File: src/rtl/mem_stage_async_if.sv
// mem_stage_async_if: EX->MS->WB handshake, data-bus response and ID forwarding bundle
interface mem_stage_async_if;
  logic        flush;
  logic        es_to_ms_valid;
  logic        ms_allowin;
  logic [31:0] es_pc;
  logic [31:0] es_alu_result;
  logic [4:0]  es_dest;
  logic        es_gr_we;
  logic        es_res_from_mem;
  logic [2:0]  es_load_op;
  logic [31:0] es_rt_value;
  logic        es_req_sent;
  logic        data_sram_data_ok;
  logic [31:0] data_sram_rdata;
  logic        ms_disc_full;
  logic        ws_allowin;
  logic        ms_to_ws_valid;
  logic [31:0] ms_pc;
  logic [4:0]  ms_dest;
  logic        ms_gr_we;
  logic [31:0] ms_final_result;
  logic        ms_fwd_valid;
  logic [4:0]  ms_fwd_dest;
  logic [31:0] ms_fwd_data;
  logic        ms_fwd_pending;
  modport master (
    output flush, es_to_ms_valid, es_pc, es_alu_result, es_dest, es_gr_we, es_res_from_mem,
           es_load_op, es_rt_value, es_req_sent, data_sram_data_ok, data_sram_rdata, ws_allowin,
    input  ms_allowin, ms_disc_full, ms_to_ws_valid, ms_pc, ms_dest, ms_gr_we, ms_final_result,
           ms_fwd_valid, ms_fwd_dest, ms_fwd_data, ms_fwd_pending
  );
  modport slave (
    input  flush, es_to_ms_valid, es_pc, es_alu_result, es_dest, es_gr_we, es_res_from_mem,
           es_load_op, es_rt_value, es_req_sent, data_sram_data_ok, data_sram_rdata, ws_allowin,
    output ms_allowin, ms_disc_full, ms_to_ws_valid, ms_pc, ms_dest, ms_gr_we, ms_final_result,
           ms_fwd_valid, ms_fwd_dest, ms_fwd_data, ms_fwd_pending
  );
endinterface

File: src/rtl/mem_stage_async.sv
// mem_stage_async: MIPS memory stage with variable-latency load data, load alignment and flush-orphan discard
module mem_stage_async #(
  parameter int DISC_W    = 2,
  parameter bit BYPASS_EN = 1'b1
) (
  input logic clk,
  input logic reset,
  mem_stage_async_if.slave bus
);
  localparam logic [1:0] S_IDLE = 2'd0, S_WAIT = 2'd1, S_HAVE = 2'd2;
  logic              r_valid;
  logic [1:0]        r_state;
  logic [DISC_W-1:0] r_disc;
  logic [31:0]       r_rdata_buf, r_pc, r_alu, r_rt;
  logic [4:0]        r_dest;
  logic              r_gr_we, r_from_mem;
  logic [2:0]        r_op;
  logic              w_live_ok, w_ready_go, w_allowin, w_latch, w_inc_ms, w_inc_es, w_dec;
  logic [1:0]        w_a;
  logic [7:0]        w_b;
  logic [15:0]       w_h;
  logic [31:0]       w_d, w_lwl, w_lwr, w_load, w_final;
  // a response only belongs to the current load once every orphan ahead of it has drained
  assign w_live_ok  = bus.data_sram_data_ok && r_disc == '0;
  assign w_ready_go = r_state == S_IDLE || r_state == S_HAVE || (r_state == S_WAIT && w_live_ok && BYPASS_EN);
  assign w_allowin  = !r_valid || (w_ready_go && bus.ws_allowin);
  assign w_latch    = bus.es_to_ms_valid && w_allowin && !bus.flush;
  assign w_inc_ms   = bus.flush && r_state == S_WAIT && !w_live_ok;
  assign w_inc_es   = bus.flush && bus.es_to_ms_valid && bus.es_req_sent;
  assign w_dec      = bus.data_sram_data_ok && r_disc != '0;
  always_ff @(posedge clk) begin
    if (reset) begin
      r_valid     <= 1'b0;
      r_state     <= S_IDLE;
      r_disc      <= '0;
      r_rdata_buf <= '0;
    end else begin
      r_valid <= !bus.flush && (w_allowin ? bus.es_to_ms_valid : r_valid);
      r_state <= bus.flush ? S_IDLE :
                 w_allowin ? ((w_latch && bus.es_req_sent) ? S_WAIT : S_IDLE) :
                 (r_state == S_WAIT && w_live_ok) ? S_HAVE : r_state;
      r_disc  <= r_disc + DISC_W'(w_inc_ms) + DISC_W'(w_inc_es) - DISC_W'(w_dec);
      if (r_state == S_WAIT && w_live_ok) r_rdata_buf <= bus.data_sram_rdata;
    end
  end
  always_ff @(posedge clk) begin
    if (w_latch) begin
      r_pc       <= bus.es_pc;
      r_alu      <= bus.es_alu_result;
      r_rt       <= bus.es_rt_value;
      r_dest     <= bus.es_dest;
      r_gr_we    <= bus.es_gr_we;
      r_from_mem <= bus.es_res_from_mem;
      r_op       <= bus.es_load_op;
    end
  end
  assign w_a   = r_alu[1:0];
  assign w_d   = r_state == S_HAVE ? r_rdata_buf : bus.data_sram_rdata;
  assign w_b   = w_d[{w_a, 3'b000} +: 8];
  assign w_h   = w_a[1] ? w_d[31:16] : w_d[15:0];
  assign w_lwl = w_a == 2'd0 ? {w_d[7:0], r_rt[23:0]} :
                 w_a == 2'd1 ? {w_d[15:0], r_rt[15:0]} :
                 w_a == 2'd2 ? {w_d[23:0], r_rt[7:0]} : w_d;
  assign w_lwr = w_a == 2'd0 ? w_d :
                 w_a == 2'd1 ? {r_rt[31:24], w_d[31:8]} :
                 w_a == 2'd2 ? {r_rt[31:16], w_d[31:16]} : {r_rt[31:8], w_d[31:24]};
  assign w_load = r_op == 3'd1 ? {{24{w_b[7]}}, w_b} :
                  r_op == 3'd2 ? {{16{w_h[15]}}, w_h} :
                  r_op == 3'd3 ? {24'd0, w_b} :
                  r_op == 3'd4 ? {16'd0, w_h} :
                  r_op == 3'd5 ? w_lwl :
                  r_op == 3'd6 ? w_lwr : w_d;
  assign w_final = r_from_mem ? w_load : r_alu;
  assign bus.ms_allowin      = w_allowin;
  assign bus.ms_disc_full    = r_disc >= DISC_W'((1 << DISC_W) - 2);
  assign bus.ms_to_ws_valid  = r_valid && w_ready_go && !bus.flush;
  assign bus.ms_pc           = r_pc;
  assign bus.ms_dest         = r_dest;
  assign bus.ms_gr_we        = r_gr_we;
  assign bus.ms_final_result = w_final;
  assign bus.ms_fwd_valid    = r_valid && r_gr_we && !bus.flush;
  assign bus.ms_fwd_dest     = r_dest;
  assign bus.ms_fwd_data     = w_final;
  assign bus.ms_fwd_pending  = bus.ms_fwd_valid && r_from_mem && !w_ready_go;
endmodule

File: src/flat_wrapper.sv
// flat-port wrapper written by rule: the top's interface ports become plain ports
module mem_stage_async_flat 
#(
  parameter int DISC_W    = 2,
  parameter bit BYPASS_EN = 1'b1
)
  (clk, reset, bus_flush, bus_es_to_ms_valid, bus_es_pc, bus_es_alu_result, bus_es_dest, bus_es_gr_we, bus_es_res_from_mem, bus_es_load_op, bus_es_rt_value, bus_es_req_sent, bus_data_sram_data_ok, bus_data_sram_rdata, bus_ws_allowin, bus_ms_allowin, bus_ms_disc_full, bus_ms_to_ws_valid, bus_ms_pc, bus_ms_dest, bus_ms_gr_we, bus_ms_final_result, bus_ms_fwd_valid, bus_ms_fwd_dest, bus_ms_fwd_data, bus_ms_fwd_pending);
  mem_stage_async_if bus_i ();
  input logic clk;
  input logic reset;
  input wire logic [$bits(bus_i.flush)-1:0] bus_flush;
  input wire logic [$bits(bus_i.es_to_ms_valid)-1:0] bus_es_to_ms_valid;
  input wire logic [$bits(bus_i.es_pc)-1:0] bus_es_pc;
  input wire logic [$bits(bus_i.es_alu_result)-1:0] bus_es_alu_result;
  input wire logic [$bits(bus_i.es_dest)-1:0] bus_es_dest;
  input wire logic [$bits(bus_i.es_gr_we)-1:0] bus_es_gr_we;
  input wire logic [$bits(bus_i.es_res_from_mem)-1:0] bus_es_res_from_mem;
  input wire logic [$bits(bus_i.es_load_op)-1:0] bus_es_load_op;
  input wire logic [$bits(bus_i.es_rt_value)-1:0] bus_es_rt_value;
  input wire logic [$bits(bus_i.es_req_sent)-1:0] bus_es_req_sent;
  input wire logic [$bits(bus_i.data_sram_data_ok)-1:0] bus_data_sram_data_ok;
  input wire logic [$bits(bus_i.data_sram_rdata)-1:0] bus_data_sram_rdata;
  input wire logic [$bits(bus_i.ws_allowin)-1:0] bus_ws_allowin;
  output wire logic [$bits(bus_i.ms_allowin)-1:0] bus_ms_allowin;
  output wire logic [$bits(bus_i.ms_disc_full)-1:0] bus_ms_disc_full;
  output wire logic [$bits(bus_i.ms_to_ws_valid)-1:0] bus_ms_to_ws_valid;
  output wire logic [$bits(bus_i.ms_pc)-1:0] bus_ms_pc;
  output wire logic [$bits(bus_i.ms_dest)-1:0] bus_ms_dest;
  output wire logic [$bits(bus_i.ms_gr_we)-1:0] bus_ms_gr_we;
  output wire logic [$bits(bus_i.ms_final_result)-1:0] bus_ms_final_result;
  output wire logic [$bits(bus_i.ms_fwd_valid)-1:0] bus_ms_fwd_valid;
  output wire logic [$bits(bus_i.ms_fwd_dest)-1:0] bus_ms_fwd_dest;
  output wire logic [$bits(bus_i.ms_fwd_data)-1:0] bus_ms_fwd_data;
  output wire logic [$bits(bus_i.ms_fwd_pending)-1:0] bus_ms_fwd_pending;
  assign bus_i.flush = bus_flush;
  assign bus_i.es_to_ms_valid = bus_es_to_ms_valid;
  assign bus_i.es_pc = bus_es_pc;
  assign bus_i.es_alu_result = bus_es_alu_result;
  assign bus_i.es_dest = bus_es_dest;
  assign bus_i.es_gr_we = bus_es_gr_we;
  assign bus_i.es_res_from_mem = bus_es_res_from_mem;
  assign bus_i.es_load_op = bus_es_load_op;
  assign bus_i.es_rt_value = bus_es_rt_value;
  assign bus_i.es_req_sent = bus_es_req_sent;
  assign bus_i.data_sram_data_ok = bus_data_sram_data_ok;
  assign bus_i.data_sram_rdata = bus_data_sram_rdata;
  assign bus_i.ws_allowin = bus_ws_allowin;
  assign bus_ms_allowin = bus_i.ms_allowin;
  assign bus_ms_disc_full = bus_i.ms_disc_full;
  assign bus_ms_to_ws_valid = bus_i.ms_to_ws_valid;
  assign bus_ms_pc = bus_i.ms_pc;
  assign bus_ms_dest = bus_i.ms_dest;
  assign bus_ms_gr_we = bus_i.ms_gr_we;
  assign bus_ms_final_result = bus_i.ms_final_result;
  assign bus_ms_fwd_valid = bus_i.ms_fwd_valid;
  assign bus_ms_fwd_dest = bus_i.ms_fwd_dest;
  assign bus_ms_fwd_data = bus_i.ms_fwd_data;
  assign bus_ms_fwd_pending = bus_i.ms_fwd_pending;
  mem_stage_async #(.DISC_W(DISC_W), .BYPASS_EN(BYPASS_EN)) u_core (.clk(clk), .reset(reset), .bus(bus_i));
endmodule
File: config.mk
export PLATFORM = sky130hd
export DESIGN_NAME = mem_stage_async_flat
export DESIGN_NICKNAME = d
export VERILOG_FILES = /design/src/rtl/mem_stage_async_if.sv /design/src/rtl/mem_stage_async.sv /design/src/flat_wrapper.sv
export SDC_FILE = /design/constraint.sdc
export NUM_CORES = 1
export LEC_CHECK = 0
export CORE_ASPECT_RATIO = 0.75
export CORE_MARGIN = 2
export CORE_UTILIZATION = 43
export CTS_BUF_LIST = sky130_fd_sc_hd__clkbuf_8
export CTS_CLUSTER_DIAMETER = 100
export CTS_CLUSTER_SIZE = 40
export DETAILED_ROUTE_END_ITERATION = 8
export GPL_TIMING_DRIVEN = 1
export MAX_ROUTING_LAYER = met4
export PLACE_DENSITY_LB_ADDON = 0.08
export RECOVER_POWER = 50
export SLEW_MARGIN = 20
export SYNTH_ARGS = -nofsm -noshare
export SYNTH_HDL_FRONTEND = slang
export SYNTH_SLANG_ARGS = --single-unit
File: constraint.sdc
create_clock -name clk -period 12.9 [get_ports clk]
set_clock_uncertainty 0.05 [all_clocks]
set_input_delay 3.225 -clock clk [delete_from_list [all_inputs] [get_ports clk]]
set_output_delay 3.225 -clock clk [all_outputs]
set_load 0.01 [all_outputs]
==> summary.md, run 1 <==
| Metric | Value |
|---|---|
| Post-synth top cells | 106 x edfxtp_1, 93 x nand2_1, 80 x a21oi_1 |
| CTS tree | done |
| Number of synthesized flops with an enable pin | 106 |
| Mean routed wirelength per cell | 22.2 um |
| Pre-antenna DRT Iters | 5 |
| Die Footprint | 18700 sq um |
| Initial Util | 0.444 |
| # rows | 41 |
| Worst-path clk slew | 0.10 ns |
| Critical path required time | 9.62 ns |
| P_leak | 3.85 nW |
| WP data arrival | 6.11 ns |
| VDD IR max | 51.6 uV |
| Hold Path Class | flop to flop |
| CTS buffer count | 17 |
| Max Transition Viols Final | 15 |
| Mapped cell area | 7560 sq um |
| Clk root buf | clkbuf_8 |
| Worst setup SP type | input pin |
| # nets final | 1074 |
| Global-route usage over all layers | 0.282 |
| Global-route wire length before repair | 38.1 mm |
| Top cells by area, synth | edfxtp_1 42%, dfxtp_1 9.8%, mux2i_1 6.2%, a21oi_1 5.3%, nand2_1 4.6% |
| Max Cap Viol | 1 |
| Sequential element share of the synthesized area | 0.519 |
| Post-Route WL | 26.1 mm |
| Total grt overflow | 0 |
| CP Class | input pin to primary output |
| Synthesized instance count | 724 |
| Most common cell in the netlist | edfxtp_1 |
| 1st-iter DRT viols | 650 |
| Ant diodes | 0 |
| Syn_nets | 871 |
| Post-synth ARST share | 0 |
| CTS Sinks | 143 |
| Reg2reg setup slack | 9.46 ns |
| H-tree Lvls | 4 |
| Layout fillers | 1382 |
| Core area | 17000 sq um |
| Distinct cells, synth | 68 |
| RSZ-0062 raised after global routing | false |
| Hold-fix buffers, CTS | 0 |
| Crit. End Element | primary output |
| I/O Buffers | 256 |
| Longest Clk Path Bufs | 2 |
| DRT antenna net count | 0 |
| Largest net degree at the start of global routing | 63 |
| Tmin final | 9.38 ns |
| Clk_lat worst skew | 0.48 ns |
| Yosys warns | 0 |
| Routability Congestion | 0.988 |
| IO Count | 257 |
| Violated checks | max-capacitance violations, max-slew violations |
| Die Y-Extent | 119 um |
| Initial antenna violation count | 0 |
| Status | complete, but fails checks |
| Layout cell share with drive strength beyond 1 | 0.0830 |
| Slew of the pin with the lowest slew margin | 1.54 ns |
| Cell taking the most area after synthesis | edfxtp_1 |
| Synth top area share | 0.421 |
| DR vias | 6902 |
| CP Max Fanout | 18 |
| Setup Fix Bufs, Post-CTS | 0 |
| Top FF cell, synth | edfxtp_1 |
| Fmax achieved | 0.107 GHz |
| Number of remaining DRC errors | 0 |
| Layout area overhead | 38.2% |
| Synthesized flop and latch total | 143 |
| Width of the die | 157 um |
| Endpoints failing hold | 0 |
| Setup TNS | 0 ns |
| Final cycle utilization of the critical path | 0.727 |
| Final setup fails | 0 |
| Post-CTS Resized | 0 |
| Vias in the first global route | 6451 |
| Power per cell area | 106 nW/um^2 |
| Max-slew headroom | -0.0321 |
| Vias per inst | 5.87 |
| DP Wirelength | 18.8 mm |
| Avg Inst Size Synth | 10.4 sq um |
| Fin util | 0.614 |
## critical path: stages
cell and delay [ns]:
clkdlybuf4s50_1 0.45, mux4_4 0.68, mux2i_4 0.30, nand3_1 0.56, o21ai_0 0.29, a21oi_1 0.09
clkdlybuf4s50_1 0.51
## kinds of logic (layout without fill, tap and decap cells)
| family | Yosys count | after routing | share of synthesized area |
|---|---|---|---|
| compound gates | 238 | 238 | 0.209 |
| simple gates | 183 | 183 | 0.109 |
| flops | 143 | 143 | 0.519 |
| buf+inv | 101 | 317 | 0.0748 |
| mux | 55 | 55 | 0.0819 |
| fa+ha+maj | 2 | 2 | 0.00430 |
| xor+xnor | 2 | 2 | 0.00232 |
## registers in the layout (all words and copies together) (netlist names)
register	flops
u_core.r_from_mem	1
u_core.r_op	3
u_core.r_disc	2
u_core.bus.ms_dest	5
u_core.bus.ms_pc	32
u_core.r_state	2
u_core.r_alu	32
u_core.r_rt	32
u_core.r_valid	1
u_core.bus.ms_gr_we	1
u_core.r_rdata_buf	32
## layout by cell type (no fill, tap or decap), drive strengths merged, types with 6 or more instances in the layout
| cell type | n |
|---|---|
| o21ai | 44 |
| nand3 | 8 |
| inv | 20 |
| dlygate4sd3 | 151 |
| nand2 | 93 |
| o221ai | 10 |
| mux2i | 48 |
| nand2b | 6 |
| a211oi | 13 |
| edfxtp | 106 |
| nor2 | 38 |
| dfxtp | 37 |
| clkdlybuf4s50 | 105 |
| o2111ai | 7 |
| o22ai | 14 |
| o221a | 9 |
| a21oi | 80 |
| clkbuf | 18 |
| buf | 18 |
| nor3 | 12 |
## area by class of cell
class	count	area [sq um]	area share
Clock buffer	17	234	0.0224
Clock inverter	15	181	0.0174
Inverter	10	37.5	0.00359
Multi-Input combinational cell	480	3080	0.295
Sequential cell	143	3920	0.375
Tap cell	236	295	0.0283
Timing Repair Buffer	275	2700	0.258
## report_power, final
group / leakage (nW) / total, W / switching, W / internal [W]
combinational: 2.35 / 0.000217 / 0.000107 / 0.000109
clock: 0.210 / 0.000368 / 0.000218 / 0.000150
sequential: 1.29 / 0.000526 / 0.0000118 / 0.000515
total: 3.85 / 0.00111 / 0.000337 / 0.000774
## routing by layer
layer / global-route usage / part of all wire
met1: 0.399 / 0.45
met4: 0.0568 / 0.015
met3: 0.0655 / 0.090
met2: 0.418 / 0.45
met5: - / 0
## through the flow
stage          std cells  area [sq um]  hold WS [ns]  total power (W)  setup slack (ns)
2_1_floorplan        724          7560         0.386         0.000645             0.236
3_3_place_gp        1144         10000         0.392         0.000755              3.65
3_5_place_dp        1144         10000         0.396         0.000759              3.56
4_1_cts             1176         10500         0.408          0.00112              3.55
5_1_grt             1176         10500         0.425          0.00115              3.37
6_report            1176         10500         0.409          0.00111              3.52
## worst paths after layout
kind                                                          from  cells after the start                                 end
worst min-delay path            u_core.r_rdata_buf[2]$_SDFFE_PP0P_                      2  u_core.r_rdata_buf[2]$_SDFFE_PP0P_
worst max-delay path                       bus_data_sram_rdata[23]                      7             bus_ms_final_result[19]
worst max register to register         u_core.r_disc[1]$_SDFF_PP0_                      6           u_core.r_alu[6]$_DFFE_PP_
worst min register to register  u_core.r_rdata_buf[2]$_SDFFE_PP0P_                      2  u_core.r_rdata_buf[2]$_SDFFE_PP0P_
Note: power is estimated with default switching activity, not from simulation.
==> inputs of run 2 (changes only) <==
clock period = 8.6 ns   (was 12.9 ns; I/O delays follow)
==> run 2 against run 1 <==
  * The flow now finishes without violations
  * Clock power grew 49%
  * Power is 50% higher
  * Wire length is 1.8% lower
  * Register-to-register slack worse by 4.0 ns
  * Via count fell by 0.96%
  * Sequential share of layout area shrank 0.058 points
  * Cell count grew 0.17%
  * Count of clock-buffer cells in the layout is the same
  * Worst hold slack better by 0.0028 ns
  * Critical path depth unchanged
==> summary.md, run 2 (synthesis gave the netlist of run 1 again) <==
| Metric | Value |
|---|---|
| Crit-path most repeated cell | clkdlybuf4s50_1 |
| Post-Route WL | 25.6 mm |
| Worst setup SP type | input pin |
| Layout cell share with drive strength beyond 1 | 0.0849 |
| Post-CTS Resized | 0 |
| Ant diodes | 0 |
| Slowest stage cell, crit path | mux4_4 |
| Width of the die | 157 um |
| Most frequent cells in the layout | 151 x dlygate4sd3_1, 106 x edfxtp_1, 105 x clkdlybuf4s50_1 |
| CP Max Fanout | 18 |
| I/O Buffers | 256 |
| Worst r2r src | u_core.r_disc[1]$_SDFF_PP0_ |
| Max-slew headroom | 0.0926 |
| Endpoints failing hold | 0 |
| Critical path cell sequence | clkdlybuf4s50_1 -> mux4_4 -> mux2i_4 -> nand3_1 -> o21ai_0 -> a21oi_1 -> clkdlybuf4s50_1 |
| CTS Sinks | 143 |
| Longest Clk Path Bufs | 2 |
| CTS tree | done |
| Fmax achieved | 0.138 GHz |
| Placed cell areas | 10100 sq um |
| P_leak | 3.86 nW |
| Hold_sp | u_core.r_rdata_buf[11]$_SDFFE_PP0P_ |
| Layout area overhead | 38.4% |
| Tmin final | 7.27 ns |
| Slew of the pin with the lowest slew margin | 1.36 ns |
| # nets final | 1076 |
| Total grt overflow | 0 |
| IO Count | 257 |
| Die Footprint | 18700 sq um |
| DRT antenna net count | 0 |
| Max incr delay on CP | 0.69 ns |
| Max Cap Viol | 0 |
| 1st-iter DRT viols | 653 |
| Routability Congestion | 0.954 |
| Power per cell area | 159 nW/um^2 |
| Post-Layout Inst Area | 10500 sq um |
| CP Class | input pin to primary output |
| Global-route wire length before repair | 38.4 mm |
| DP Wirelength | 19.0 mm |
| WP data arrival | 5.07 ns |
| VDD IR max | 100 uV |
| Crit. End Element | primary output |
| Global-route usage over all layers | 0.282 |
| Mean routed wirelength per cell | 21.7 um |
| Vias in the first global route | 6530 |
| DR vias | 6836 |
| Worst-path clk slew | 0.08 ns |
| CP top delay family | multiplexers |
| Status | finished, final reports clean |
| Max Transition Viols Final | 0 |
| Initial Util | 0.444 |
| Number of placed cells counting well taps | 1146 |
| Fin util | 0.615 |
| Die Y-Extent | 119 um |
| Setup TNS | 0 ns |
| # rows | 41 |
| Buf/Inv on CP | 2 |
| CTS buffer count | 17 |
| Hold Path Class | flop to flop |
| Hold-fix buffers, CTS | 0 |
| Final setup fails | 0 |
| Pre-antenna DRT Iters | 5 |
| Setup Fix Bufs, Post-CTS | 0 |
| Largest net degree at the start of global routing | 64 |
| Most common cell after layout, fill and taps aside | dlygate4sd3_1 |
| Worst hold slack | 0.412 ns |
| Number of remaining DRC errors | 0 |
| Initial antenna violation count | 0 |
| RSZ-0062 raised after global routing | false |
| Layout fillers | 1397 |
| Critical path required time | 6.40 ns |
| Core area | 17000 sq um |
| Vias per inst | 5.80 |
| Worst setup path startpoint | bus_data_sram_rdata[23] |
| Clk root buf | clkbuf_8 |
| H-tree Lvls | 4 |
| Final cycle utilization of the critical path | 0.845 |
| Clk_lat worst skew | 0.48 ns |
| Finished Layout Cells | 1178 |
==> run 2: changes by cell type in the layout (fill, tap and decap cells not counted), sizes merged <==
| cell | change |
|---|---|
| buf | +2 |
| clkinv | +1 |
| inv | -1 |
==> run 2: layer usage <==
metal  part of all wire  track usage  wire (um)  vias up
li1                   -            -          -     3117
met1               0.45        0.410      11600     3296
met2               0.44        0.395      11200      380
met3              0.090       0.0571       2320       43
met4              0.022       0.0903        563        0
met5                  0            -          0        -
==> run 2: area by class of cell <==
class	count	area (sq um)	share of cell area
inverters	10	37.5	0.00359
multi-input cells	480	3080	0.294
clock inverters	15	179	0.0171
clock buffers	17	234	0.0224
repair buffers	277	2720	0.260
flip-flops and latches	143	3920	0.375
well taps	236	295	0.0282
==> run 2: final timing paths <==
check | endpoint | slack, ns | cells after the start
worst min register to register | u_core.r_rdata_buf[11]$_SDFFE_PP0P_ | 0.41 | 2
worst max register to register | u_core.r_rdata_buf[7]$_SDFFE_PP0P_ | 5.44 | 5
worst min-delay path | u_core.r_rdata_buf[11]$_SDFFE_PP0P_ | 0.41 | 2
worst max-delay path | bus_ms_fwd_data[21] | 1.33 | 7
==> run 2: tightest hold or removal path: cells and delay by family, from the launching register on <==
kind	cells	cell delay [ns]
AO/OA/AOI/OAI	1	0.05
flip-flops	1	0.32
AND/OR/NAND/NOR	1	0.05
==> run 2: power breakdown <==
group	switching [W]	internal [W]	total, W
sequential	0.0000167	0.000772	0.000789
clock	0.000327	0.000223	0.000550
combinational	0.000160	0.000165	0.000324
total	0.000503	0.00116	0.00166
==> run 2: stage by stage <==
step / total power, W / worst slack [ns]
after floorplan: 0.000965 / 0.830
after global placement: 0.00113 / 1.52
after detailed placement: 0.00114 / 1.39
after CTS: 0.00169 / 1.38
after global routing: 0.00173 / 1.21
final: 0.00166 / 1.33
==> inputs of run 3 (changes only) <==
clock period = 6.18 ns   (was 8.6 ns; I/O delays follow)
==> run 3 against run 2 <==
  * Power is 41% higher
  * Sequential share of layout area is 0.75 points lower
  * Global-route usage is 1.6 points higher
  * Largest power group unchanged
  * First-iteration DRC count is 13% higher
  * Sequential cell count unchanged
  * Clock power up 39%
  * Cell count up 2.0%
  * Worst hold slack got worse by 0.00087 ns
  * Critical path depth unchanged
  * Wire length increased by 5.7%
  * Core utilization rose by 1.2 points
==> summary.md, run 3 (synthesis gave the netlist of run 1 again) <==
| Metric | Value |
|---|---|
| Status | finished, final reports clean |
| DR vias | 7013 |
| CP Class | input pin to primary output |
| # nets final | 1098 |
| Hold_sp | u_core.r_rdata_buf[26]$_SDFFE_PP0P_ |
| Post-Layout Inst Area | 10700 sq um |
| Post-Route WL | 27.1 mm |
| Die Footprint | 18700 sq um |
| Worst r2r src | u_core.r_disc[1]$_SDFF_PP0_ |
| Met3 usage | 0.111 |
| Clk root buf | clkbuf_8 |
| Final cycle utilization of the critical path | 0.947 |
| IO Count | 257 |
| Layout fillers | 1429 |
| Critical path cell sequence | clkdlybuf4s50_1 -> mux2i_1 -> mux2i_1 -> mux2i_1 -> buf_4 -> a311oi_1 -> clkdlybuf4s50_1 |
| DRT antenna net count | 0 |
| Final setup fails | 0 |
| WP data arrival | 4.26 ns |
| Largest net degree at the start of global routing | 53 |
| Critical path required time | 4.59 ns |
| Endpoints failing hold | 0 |
| Max-slew headroom | 0.232 |
| Clk_lat worst skew | 0.47 ns |
| Total grt overflow | 0 |
| Most common cell after layout, fill and taps aside | dlygate4sd3_1 |
| Hold Path Class | flop to flop |
| Post-CTS Resized | 0 |
| Initial antenna violation count | 1 |
| Number of remaining DRC errors | 0 |
| Tmin final | 5.85 ns |
| Met2 Use GR | 0.420 |
| Global routing's busiest layer | met2 |
| Vias in the first global route | 6814 |
| Initial Util | 0.444 |
| Slowest stage cell, crit path | mux2i_1 |
| # rows | 41 |
| CTS buffer count | 17 |
| Worst-path clk slew | 0.09 ns |
| Layout area overhead | 41.2% |
| I/O Buffers | 256 |
| CTS tree | done |
| Worst setup path startpoint | bus_data_sram_rdata[13] |
| Width of the die | 157 um |
| Hold-fix buffers, CTS | 0 |
| CP Max Fanout | 3 |
| Max incr delay on CP | 0.68 ns |
| Crit. End Element | primary output |
| Crit-path most repeated cell | mux2i_1 |
| Global-route usage over all layers | 0.298 |
| Slew of the pin with the lowest slew margin | 1.15 ns |
| Worst setup SP type | input pin |
| Global-route wire length before repair | 40.5 mm |
| RSZ-0062 raised after global routing | false |
| Multi-input gate area | 3090 sq um |
| H-tree Lvls | 4 |
| Fmax achieved | 0.171 GHz |
| CTS Sinks | 143 |
| Placed cell areas | 10300 sq um |
| 1st-iter DRT viols | 740 |
| Core area | 17000 sq um |
| Max Transition Viols Final | 0 |
| Layout cell share with drive strength beyond 1 | 0.107 |
| Routability Congestion | 1.03 |
| Max Cap Viol | 0 |
| Die Y-Extent | 119 um |
| Longest Clk Path Bufs | 2 |
| DP Wirelength | 20.5 mm |
| Register area | 3920 sq um |
| Vias per inst | 5.84 |
| Met1 usage | 0.407 |
| Setup Fix Bufs, Post-CTS | 0 |
| VDD IR max | 160 uV |
| Power per cell area | 219 nW/um^2 |
| Setup TNS | 0 ns |
| P_leak | 3.98 nW |
| Pre-antenna DRT Iters | 5 |
| Most frequent cells in the layout | 151 x dlygate4sd3_1, 106 x edfxtp_1, 105 x clkdlybuf4s50_1 |
| Mean routed wirelength per cell | 22.5 um |
run 3: changes by cell type in the layout (fill, tap and decap cells not counted), moves of 2 or more:
cell / previous run / this run
inv_8: 4 / 2
buf_4: 20 / 40
clkinv_8: 5 / 2
clkinv_4: 1 / 3
buf_12: 0 / 3
run 3: routing by layer:
layer | up-vias | wire [um]
met3 | 42 | 3060
met1 | 3385 | 11900
met5 | - | 0
li1 | 3156 | -
met2 | 430 | 11700
met4 | 0 | 472
run 3: worst max-delay path, delay by kind of cell:
kind	cells	cell delay, ns
AOI/OAI and AO/OA	1	0.42
buffers and inverters	3	1.31
muxes	3	0.97
run 3: power breakdown:
| group | switching [W] | internal (W) | leakage (nW) |
|---|---|---|---|
| sequential | 0.0000224 | 0.00107 | 1.29 |
| clock | 0.000428 | 0.000339 | 0.202 |
| combinational | 0.000237 | 0.000242 | 2.48 |
| total | 0.000688 | 0.00165 | 3.98 |
run 3: cell type report:
cell class / count / area share
Clock buffer: 17 / 0.0219
Clock inverter: 15 / 0.0160
Antenna cell: 1 / 0.000234
Sequential cell: 143 / 0.367
Multi-Input combinational cell: 480 / 0.290
Timing Repair Buffer: 299 / 0.274
Tap cell: 236 / 0.0276
Inverter: 10 / 0.00351
run 3: path summary, 6_finish.rpt:
kind / slack [ns] / to / depth (start not counted)
worst min register to register: 0.41 / u_core.r_rdata_buf[26]$_SDFFE_PP0P_ / 2
worst max register to register: 3.20 / u_core.r_rt[11]$_DFFE_PP_ / 5
worst min-delay path: 0.41 / u_core.r_rdata_buf[26]$_SDFFE_PP0P_ / 2
worst max-delay path: 0.33 / bus_ms_final_result[5] / 7
run 3: stage by stage:
step	total power (W)	worst slack, ns	hold WS (ns)	cells	util
after global placement	0.00160	0.453	0.391	1168	0.603
after detailed placement	0.00161	0.445	0.398	1168	0.603
after global routing	0.00243	0.247	0.424	1201	0.627
after floorplan	0.00134	0.480	0.386	724	-
final	0.00234	0.326	0.411	1201	0.627
after CTS	0.00237	0.446	0.411	1200	0.627
